File: config.mk
export PLATFORM = sky130hd
export DESIGN_NAME = div_unit_64
export DESIGN_NICKNAME = d
export VERILOG_FILES = /design/src/rtl/div_unit_64.sv
export SDC_FILE = /design/constraint.sdc
export NUM_CORES = 1
export LEC_CHECK = 0
export CORE_MARGIN = 2
export CORE_UTILIZATION = 61
export CTS_BUF_LIST = sky130_fd_sc_hd__clkbuf_2 sky130_fd_sc_hd__clkbuf_4 sky130_fd_sc_hd__clkbuf_8
export DETAILED_ROUTE_END_ITERATION = 7
export PLACE_DENSITY = 0.87
export SLEW_MARGIN = 25
export SYNTH_ARGS = -nofsm -noshare
export SYNTH_HDL_FRONTEND = slang
export SYNTH_SLANG_ARGS = --single-unit
File: constraint.sdc
create_clock -name clk -period 4.15 [get_ports clk]
set_input_delay 1.245 -clock clk [delete_from_list [all_inputs] [get_ports clk]]
set_output_delay 1.245 -clock clk [all_outputs]
set_load 0.01 [all_outputs]
File: src/rtl/div_unit_64.sv
// ---------------------------------------------------------------------------
// div_unit_64
// Iterative restoring divider for RV64 DIV/DIVU/REM/REMU. One quotient bit is
// produced per cycle. Operands are converted to magnitudes on accept, and the
// signs are fixed up in a single FIX cycle. Divide-by-zero and signed overflow
// are resolved at accept and go straight to DONE.
//
// Ports:
//   clk        rising-edge clock
//   rst_n      asynchronous active-low reset
//   in_valid   request valid (held by upstream until accepted)
//   in_ready   unit idle and able to accept
//   dividend   rs1 operand
//   divisor    rs2 operand
//   is_signed  1 = DIV/REM, 0 = DIVU/REMU
//   want_rem   1 = return remainder, 0 = return quotient
//   flush      kill the in-flight operation (no out_valid)
//   out_valid  one-cycle pulse, result valid
//   result     registered quotient or remainder
//   busy       unit not idle (EX stall)
// ---------------------------------------------------------------------------
module div_unit_64 #(
  parameter int XLEN = 64
) (
  input  logic            clk,
  input  logic            rst_n,
  input  logic            in_valid,
  output logic            in_ready,
  input  logic [XLEN-1:0] dividend,
  input  logic [XLEN-1:0] divisor,
  input  logic            is_signed,
  input  logic            want_rem,
  input  logic            flush,
  output logic            out_valid,
  output logic [XLEN-1:0] result,
  output logic            busy
);

  typedef enum logic [1:0] {IDLE, CALC, FIX, DONE} state_e;

  state_e            state_q, state_d;
  logic [6:0]        count_q, count_d;
  // Partial remainder is kept at XLEN bits: it is always below the divisor,
  // so its top (65th) bit is never set between iterations.
  logic [XLEN-1:0]   rem_q, rem_d;
  logic [XLEN-1:0]   quo_q, quo_d;
  logic [XLEN-1:0]   dvs_q, dvs_d;
  logic [XLEN-1:0]   result_q, result_d;
  logic              want_rem_q, want_rem_d;
  logic              neg_q_q, neg_q_d;
  logic              neg_r_q, neg_r_d;

  logic [XLEN:0]     r_shift;
  logic [XLEN:0]     diff;
  logic              a_neg, b_neg;
  logic [XLEN-1:0]   abs_a, abs_b;
  logic              div_zero, sgn_ovf;

  function automatic logic [XLEN-1:0] negate(input logic [XLEN-1:0] v);
    return '0 - v;
  endfunction

  assign a_neg    = is_signed & dividend[XLEN-1];
  assign b_neg    = is_signed & divisor[XLEN-1];
  assign abs_a    = a_neg ? negate(dividend) : dividend;
  assign abs_b    = b_neg ? negate(divisor) : divisor;
  assign div_zero = (divisor == '0);
  assign sgn_ovf  = is_signed && (dividend == {1'b1, {(XLEN-1){1'b0}}}) &&
                    (divisor == '1);

  // Trial subtraction: diff = R' - D; bit XLEN set means R' < D (restore).
  assign r_shift = {rem_q, quo_q[XLEN-1]};
  assign diff    = r_shift + {1'b1, ~dvs_q} + {{XLEN{1'b0}}, 1'b1};

  always_comb begin
    state_d    = state_q;
    count_d    = count_q;
    rem_d      = rem_q;
    quo_d      = quo_q;
    dvs_d      = dvs_q;
    result_d   = result_q;
    want_rem_d = want_rem_q;
    neg_q_d    = neg_q_q;
    neg_r_d    = neg_r_q;

    case (state_q)
      IDLE: begin
        if (in_valid && !flush) begin
          want_rem_d = want_rem;
          neg_q_d    = a_neg ^ b_neg;
          neg_r_d    = a_neg;
          if (div_zero) begin
            result_d = want_rem ? dividend : '1;
            state_d  = DONE;
          end else if (sgn_ovf) begin
            result_d = want_rem ? '0 : dividend;
            state_d  = DONE;
          end else begin
            quo_d   = abs_a;
            dvs_d   = abs_b;
            rem_d   = '0;
            count_d = 7'd64;
            state_d = CALC;
          end
        end
      end
      CALC: begin
        quo_d   = {quo_q[XLEN-2:0], ~diff[XLEN]};
        rem_d   = diff[XLEN] ? r_shift[XLEN-1:0] : diff[XLEN-1:0];
        count_d = count_q - 7'd1;
        if (count_q == 7'd1) state_d = FIX;
      end
      FIX: begin
        result_d = want_rem_q ? (neg_r_q ? negate(rem_q) : rem_q)
                              : (neg_q_q ? negate(quo_q) : quo_q);
        state_d  = DONE;
      end
      DONE: state_d = IDLE;
      default: state_d = IDLE;
    endcase

    // A flush abandons the operation and leaves the last result in place.
    if (flush && (state_q != IDLE)) begin
      state_d  = IDLE;
      result_d = result_q;
    end
  end

  always_ff @(posedge clk or negedge rst_n) begin
    if (!rst_n) begin
      state_q    <= IDLE;
      count_q    <= '0;
      rem_q      <= '0;
      quo_q      <= '0;
      dvs_q      <= '0;
      result_q   <= '0;
      want_rem_q <= 1'b0;
      neg_q_q    <= 1'b0;
      neg_r_q    <= 1'b0;
    end else begin
      state_q    <= state_d;
      count_q    <= count_d;
      rem_q      <= rem_d;
      quo_q      <= quo_d;
      dvs_q      <= dvs_d;
      result_q   <= result_d;
      want_rem_q <= want_rem_d;
      neg_q_q    <= neg_q_d;
      neg_r_q    <= neg_r_d;
    end
  end

  assign in_ready  = (state_q == IDLE);
  assign busy      = (state_q != IDLE);
  assign out_valid = (state_q == DONE);
  assign result    = result_q;

endmodule

==> results of run 1 <==
==> metal layers <==
layer / up-vias / GRT usage
li1: 11300 / -
met1: 11600 / 0.528
met2: 1547 / 0.635
met3: 272 / 0.0655
met4: 2 / 0.154
met5: - / 0
==> power by group through the flow <==
stage	Clock (mW)	Combinational, mW	Sequential (mW)
after floorplan	0	6.41	4.23
after global placement	0	9.23	4.42
after detailed placement	0	9.54	4.47
after CTS	2.64	9.61	4.44
after global routing	2.74	11.0	4.59
final	2.65	10.2	4.49
==> layout by cell type, fill, tap and decap left out, types with 34 or more instances in the layout <==
master / synthesis / routed
dfrtp_1: 268 / 267
xor2_1: 130 / 130
a21o_1: 53 / 53
clkdlybuf4s50_1: 0 / 193
or3_1: 41 / 39
xnor2_1: 171 / 171
clkbuf_8: 0 / 57
or4_1: 39 / 35
inv_1: 96 / 95
mux2i_1: 41 / 41
buf_4: 2 / 262
a21oi_1: 323 / 323
nand3_1: 35 / 34
nor2_1: 240 / 238
nand4_1: 57 / 57
nor3_1: 67 / 67
nand2_1: 349 / 346
ha_1: 75 / 72
o31ai_1: 60 / 60
nor4_1: 37 / 36
o21ai_1: 56 / 60
o21ai_0: 313 / 308
==> flip-flops by register name, indices dropped and copies added, names as in the netlist, 2 cells and up <==
register and flops:
count_q 7, dvs_q 64, quo_q 64, rem_q 64, result 64, state_q 2
==> worst reg2reg max path, delay by kind of cell (launching register included) <==
kind	cells	cell delay, ns
AND/OR/NAND/NOR	5	2.07
AO/OA/AOI/OAI	4	1.20
flip-flops	1	0.49
XOR/XNOR	1	0.19
==> stage by stage <==
step                hold slack, ns  TNS, ns  instances
floorplan                    0.450        0       2934
global placement             0.458  -116.91       3704
detailed placement           0.465  -156.26       3704
CTS                          0.477        0       3788
global route                 0.492  -0.0831       3800
finish                       0.475        0       3800
==> area by class of cell <==
type,instances,area [sq um],area share
clock buffers,75,920,0.0327
inverters,98,368,0.0131
well taps,468,586,0.0208
flip-flops and latches,268,6710,0.239
clock inverters,9,76.3,0.00272
multi-input cells,2380,14600,0.521
repair buffers,502,4790,0.171
==> final timing paths <==
kind | to | slack (ns) | start | cells past startpoint
max | result[7] | 0.08 | divisor[1] | 17
min | result[43] | 0.48 | result[43] | 1
max reg2reg | result[53] | 0.11 | rem_q[12] | 10
min reg2reg | result[43] | 0.48 | result[43] | 1
max in group asynchronous | dvs_q[14] | 2.64 | rst_n | 2
min in group asynchronous | result[50] | 0.59 | rst_n | 1
==> timing repair <==
| action | 4_1_cts | 5_1_grt |
|---|---|---|
| pin swaps | 1 | 10 |
| setup endpoints to repair | 30 | 200 |
| setup buffers | 0 | 2 |
| gates resized for setup | 3 | 42 |
| cloned | 0 | 10 |
==> cells by family after synthesis <==
family,share of synthesized area
AOI/OAI and AO/OA,0.265
adders and majority gates,0.0429
xor gates and xnor gates,0.118
buffers and inverters,0.0520
muxes,0.0214
and+or+nand+nor,0.201
DFF,0.300
==> load_flow_metrics.sql, run 1 <==
INSERT INTO impl_metrics (metric_group, metric, value, unit) VALUES
('global_route', 'globalRouteTotalUtil', '0.393', ''),
('clocking', 'clkSlewWorstSetupHoldPaths', '0.06', 'ns'),
('yosys', 'yosys-top-cells-area', 'dfrtp_1 (30%), a21oi_1 (7.2%), o21ai_0 (7.0%)', ''),
('sta', 'final.min_clock_period', '4.07', 'ns'),
('power_and_ir_drop', 'swShare', '0.480', ''),
('clocking', 'cts.hold.buffers_added', '0', ''),
('sta', 'fmaxAchievable', '246', 'MHz'),
('routing', 'dr_wl_met2', '36500', 'um'),
('global_route', 'via_count_of_the_first_global_routing_pass', '22900', ''),
('clocking', 'clock-root-buffer', 'clkbuf_8', ''),
('power_and_ir_drop', 'cell_internal_pwr', '9.01', 'mW'),
('layout', 'filler_cell_count', '2632', ''),
('power_and_ir_drop', 'vdd_drop_max', '457', 'uV'),
('placed_design', 'post_dp_cell_area', '26600', 'sq um'),
('sta', 'layout_worst_path_cycle_share', '0.980', ''),
('floorplanning', 'die_w', '195', 'um'),
('critical_path', 'cpPeakStageDelay', '0.61', 'ns'),
('routing', '1st_iter_drt_viols', '3139', ''),
('sta', 'report.final.slew_viol_count', '0', ''),
('sta', 'relSlewSlack', '0.310', ''),
('flow_run', 'maxCapViolCount', '0', ''),
('clocking', 'tritoncts', 'done', ''),
('placed_design', 'place_ws', '-0.757', 'ns'),
('routing', 'vias_per_cell', '6.50', ''),
('power_and_ir_drop', 'share_comb_of_total_power', '0.588', ''),
('critical_path', 'peak_fanout_along_the_critical_path', '5', ''),
('status', 'outcome', 'complete, no violations', ''),
('critical_path', 'crit_path_end_kind', 'register', ''),
('yosys', 'synthDistinctLibCells', '76', ''),
('layout', 'postLayoutCellArea', '28100', 'sq um'),
('power_and_ir_drop', 'power-per-cell-area', '616', 'nW/um^2'),
('sta', 'finalHoldViolCount', '0', ''),
('clocking', 'cts.sinks', '268', ''),
('sta', 'setup_ws', '0.0844', 'ns'),
('routing', 'detail_route.wl_per_cell', '21.0', 'um'),
('critical_path', 'timing.critical_path.from_type', 'input port', ''),
('routing', 'met1_length', '31500', 'um'),
('yosys', 'async_flop_share', '1.00', ''),
('yosys', 'ys_ff_latch', '268', ''),
('floorplanning', 'die_height', '195', 'um'),
('critical_path', 'worstPathCellList', 'clkdlybuf4s50_1 -> inv_1 -> ha_2 -> or4b_2 -> and4bb_2 -> nand3_4 -> buf_6 -> nor2_1 -> buf_4 -> nand2_4 -> nor2_4 -> buf_12 -> clkbuf_16 -> o21ai_0 -> o21ai_0 -> nand2_1 -> nand2_1', ''),
('floorplanning', 'core-area', '36300', 'sq um'),
('yosys', 'edff_count_synth', '0', ''),
('sta', 'finalSetupViolations', '0', ''),
('yosys', 'netlist_top_cells_count', 'nand2_1 (349), a21oi_1 (323), o21ai_0 (313)', ''),
('placed_design', 'final_wtd_congestion', '1.02', ''),
('critical_path', 'cp_top_family', 'simple AND/OR/NAND/NOR gates', ''),
('power_and_ir_drop', 'total_power', '17.3', 'mW'),
('layout', 'drive_above_1_share', '0.133', ''),
('placed_design', 'port_buffers', '200', ''),
('clocking', 'htree_levels', '2', ''),
('critical_path', 'worstPathRequired', '4.74', 'ns'),
('routing', 'routed.top_layer', 'met5', ''),
('floorplanning', 'row_count', '70', ''),
('sta', 'clock-skew-final', '0.0361', 'ns'),
('routing', 'route.met3.wl', '8470', 'um'),
('sta', 'timing_worst_slew_pin_value', '1.03', 'ns'),
('global_route', 'grt_pass1_wl', '120000', 'um'),
('global_route', 'grt_start_max_net_pins', '117', ''),
('critical_path', 'type_of_the_worst_setup_path', 'input port to register', ''),
('yosys', 'ys_seq_area_frac', '0.300', ''),
('yosys', 'postSynthAreaPerCell', '7.62', 'sq um'),
('yosys', 'yosysWarnings', '0', ''),
('power_and_ir_drop', 'switching_power', '8.31', 'mW'),
('layout', 'antenna-diode-count', '0', ''),
('power_and_ir_drop', 'clock_power_share', '0.153', ''),
('global_route', 'grt_antenna_before_repair', '1', ''),
('yosys', 'ys.flop_type', 'dfrtp_1', ''),
('routing', 'postRouteWirelength', '79800', 'um'),
('routing', 'ant_nets', '0', ''),
('yosys', 'synth_top_area_share', '0.300', '');
(Power assumes the default switching activity.)
==> inputs of run 2 (changes only) <==
PLACE_DENSITY = 0.84   (was 0.87)
==> load_flow_metrics.sql, run 2 (synthesized netlist as in run 1, its figures left out) <==
INSERT INTO impl_metrics (metric_group, metric, value, unit) VALUES
('critical_path', 'cpPeakStageDelay', '0.55', 'ns'),
('power_and_ir_drop', 'seq_power_share', '0.267', ''),
('global_route', 'grt_antenna_before_repair', '0', ''),
('floorplanning', 'initial_core_util', '0.615', ''),
('critical_path', 'type_of_the_worst_setup_path', 'input port to register', ''),
('routing', 'vias_per_cell', '6.46', ''),
('sta', 'clock-skew-final', '0.0363', 'ns'),
('layout', 'drive_above_1_share', '0.129', ''),
('floorplanning', 'row_count', '70', ''),
('clocking', 'cts_inserted_buffers', '47', ''),
('clocking', 'tritoncts', 'done', ''),
('sta', 'setup_ws', '0.0204', 'ns'),
('placed_design', 'port_buffers', '200', ''),
('floorplanning', 'core-area', '36300', 'sq um'),
('critical_path', 'slowest_stage_cell_cp', 'or4_1', ''),
('layout', 'net_count_reported_at_finish', '3490', ''),
('power_and_ir_drop', 'share_comb_of_total_power', '0.580', ''),
('floorplanning', 'io_pins', '201', ''),
('sta', 'timing_worst_slew_pin_value', '1.02', 'ns'),
('status', 'outcome', 'finished with violations', ''),
('routing', 'dr.pass1.iters', '8', ''),
('status', 'violations', 'design-rule violations', ''),
('floorplanning', 'die_height', '195', 'um'),
('power_and_ir_drop', 'total_power', '17.1', 'mW'),
('floorplanning', 'die_w', '195', 'um'),
('power_and_ir_drop', 'clock_power_share', '0.152', ''),
('sta', 'finalSetupViolations', '0', ''),
('floorplanning', 'dieArea', '38200', 'sq um'),
('critical_path', 'worstPathCellList', 'clkdlybuf4s50_1 -> or4_1 -> or3_1 -> or4_4 -> buf_4 -> nor2_1 -> buf_4 -> nand2_2 -> nor2_4 -> buf_12 -> buf_12 -> buf_4 -> a211oi_1 -> a211oi_2 -> a21o_1', ''),
('routing', '1st_iter_drt_viols', '2913', ''),
('min_path', 'classification_of_the_worst_slack_hold_path', 'register to register', ''),
('global_route', 'via_count_of_the_first_global_routing_pass', '22800', ''),
('sta', 'finalHoldViolCount', '0', ''),
('layout', 'final_common_cell', 'nand2_1', ''),
('sta', 'fmaxAchievable', '242', 'MHz'),
('global_route', 'grt_start_max_net_pins', '117', ''),
('power_and_ir_drop', 'power.static_leakage', '12.0', 'nW'),
('routing', 'detailroute.via_count', '24400', ''),
('critical_path', 'crit_path_end_kind', 'register', ''),
('routing', 'ant_nets', '0', ''),
('critical_path', 'peak_fanout_along_the_critical_path', '11', ''),
('power_and_ir_drop', 'cell_internal_pwr', '8.87', 'mW'),
('clocking', 'clkSlewWorstSetupHoldPaths', '0.06', 'ns'),
('sta', 'final.min_clock_period', '4.13', 'ns'),
('global_route', 'globalRouteTotalUtil', '0.393', ''),
('power_and_ir_drop', 'switching_power', '8.18', 'mW'),
('sta', 'finalHoldWorstSlack', '0.473', 'ns'),
('layout', 'syn_to_final_growth', '24.5', '%'),
('layout', 'multiInputGateArea', '14700', 'sq um'),
('sta', 'relSlewSlack', '0.318', ''),
('routing', 'drc', '1', ''),
('routing', 'postRouteWirelength', '78300', 'um'),
('power_and_ir_drop', 'vdd_drop_max', '509', 'uV'),
('layout', 'antenna-diode-count', '0', ''),
('placed_design', 'dp.final_hpwl', '58600', 'um'),
('clocking', 'clock_insertion_delay_worst_skew', '0.64', 'ns'),
('critical_path', 'timing.critical_path.from_type', 'input port', ''),
('global_route', 'grt_pass1_wl', '120000', 'um'),
('sta', 'layout_worst_path_cycle_share', '0.995', ''),
('flow_run', 'maxCapViolCount', '0', ''),
('global_route', 'globalRoute.totalOverflow', '0', ''),
('critical_path', 'worstPathRequired', '4.72', 'ns'),
('layout', 'final_cell_mix', 'nand2_1 (346), a21oi_1 (321), o21ai_0 (304)', ''),
('routing', 'detail_route.wl_per_cell', '20.7', 'um'),
('power_and_ir_drop', 'power-per-cell-area', '613', 'nW/um^2'),
('sta', 'report.final.slew_viol_count', '0', ''),
('layout', 'final-seq-area', '6710', 'sq um'),
('placed_design', 'place_ws', '-0.747', 'ns'),
('clocking', 'htree_levels', '2', ''),
('critical_path', 'critPathMostFrequentCell', 'buf_4', ''),
('clocking', 'clk_path_buf_depth', '3', ''),
('clocking', 'cts.sinks', '268', ''),
('placed_design', 'final_wtd_congestion', '1.01', ''),
('clocking', 'clock-root-buffer', 'clkbuf_8', ''),
('clocking', 'cts.hold.buffers_added', '0', ''),
('critical_path', 'worstPathArrival', '4.70', 'ns'),
('power_and_ir_drop', 'swShare', '0.480', ''),
('layout', 'filler_cell_count', '2565', '');
-- run 2: path summary, 6_finish.rpt --
kind / depth (start not counted) / slack (ns) / to / from
max reg2reg: 10 / 0.20 / result[53] / rem_q[12]
min in group asynchronous: 1 / 0.58 / result[33] / rst_n
min reg2reg: 1 / 0.47 / result[30] / result[30]
max in group asynchronous: 2 / 2.75 / quo_q[16] / rst_n
min: 1 / 0.47 / result[30] / result[30]
max: 15 / 0.02 / result[18] / divisor[35]
-- run 2: power by group through the flow --
| stage | clock network, mW | registers (mW) | logic [mW] |
|---|---|---|---|
| global placement | 0 | 4.47 | 9.22 |
| detailed placement | 0 | 4.53 | 9.53 |
| global route | 2.71 | 4.66 | 10.7 |
| CTS | 2.62 | 4.50 | 9.58 |
| finish | 2.60 | 4.56 | 9.89 |
| floorplan | 0 | 4.23 | 6.41 |
-- run 2: worst max-delay path, delay by kind of cell --
family          cells  cell delay, ns
compound gates      3            0.45
buf+inv             6            1.15
simple gates        6            1.84
-- run 2: cell type report --
cell class	instances	share of cell area
clock buffers	71	0.0326
clock inverters	8	0.00243
inverters	98	0.0132
multi-input cells	2380	0.527
flip-flops and latches	268	0.241
well taps	468	0.0210
repair buffers	485	0.163
-- run 2: per-stage QoR --
step	cell area, sq um	cells	setup TNS (ns)	util
floorplan	22400	2934	0	-
global placement	26600	3694	-144.05	0.732
detailed placement	26600	3694	-169.32	0.732
CTS	27600	3773	0	0.759
global route	27800	3778	-0.151	0.766
finish	27800	3778	0	0.766
-- run 2: what timing repair did --
| item | CTS | global route |
|---|---|---|
| resized for setup | 3 | 38 |
| endpoints found under the setup margin | 150 | 261 |
| buffers inserted | 0 | 3 |
| endpoints found under the hold margin | 0 | 0 |
| pin swaps | 0 | 8 |
| cloned | 0 | 2 |
-- run 2: routing by layer --
layer,track usage,up-vias,part of all wire
met3,0.0658,276,0.10
met4,0.185,0,0.050
met1,0.527,11400,0.40
met5,0,-,0
met2,0.622,1480,0.45
li1,-,11300,-
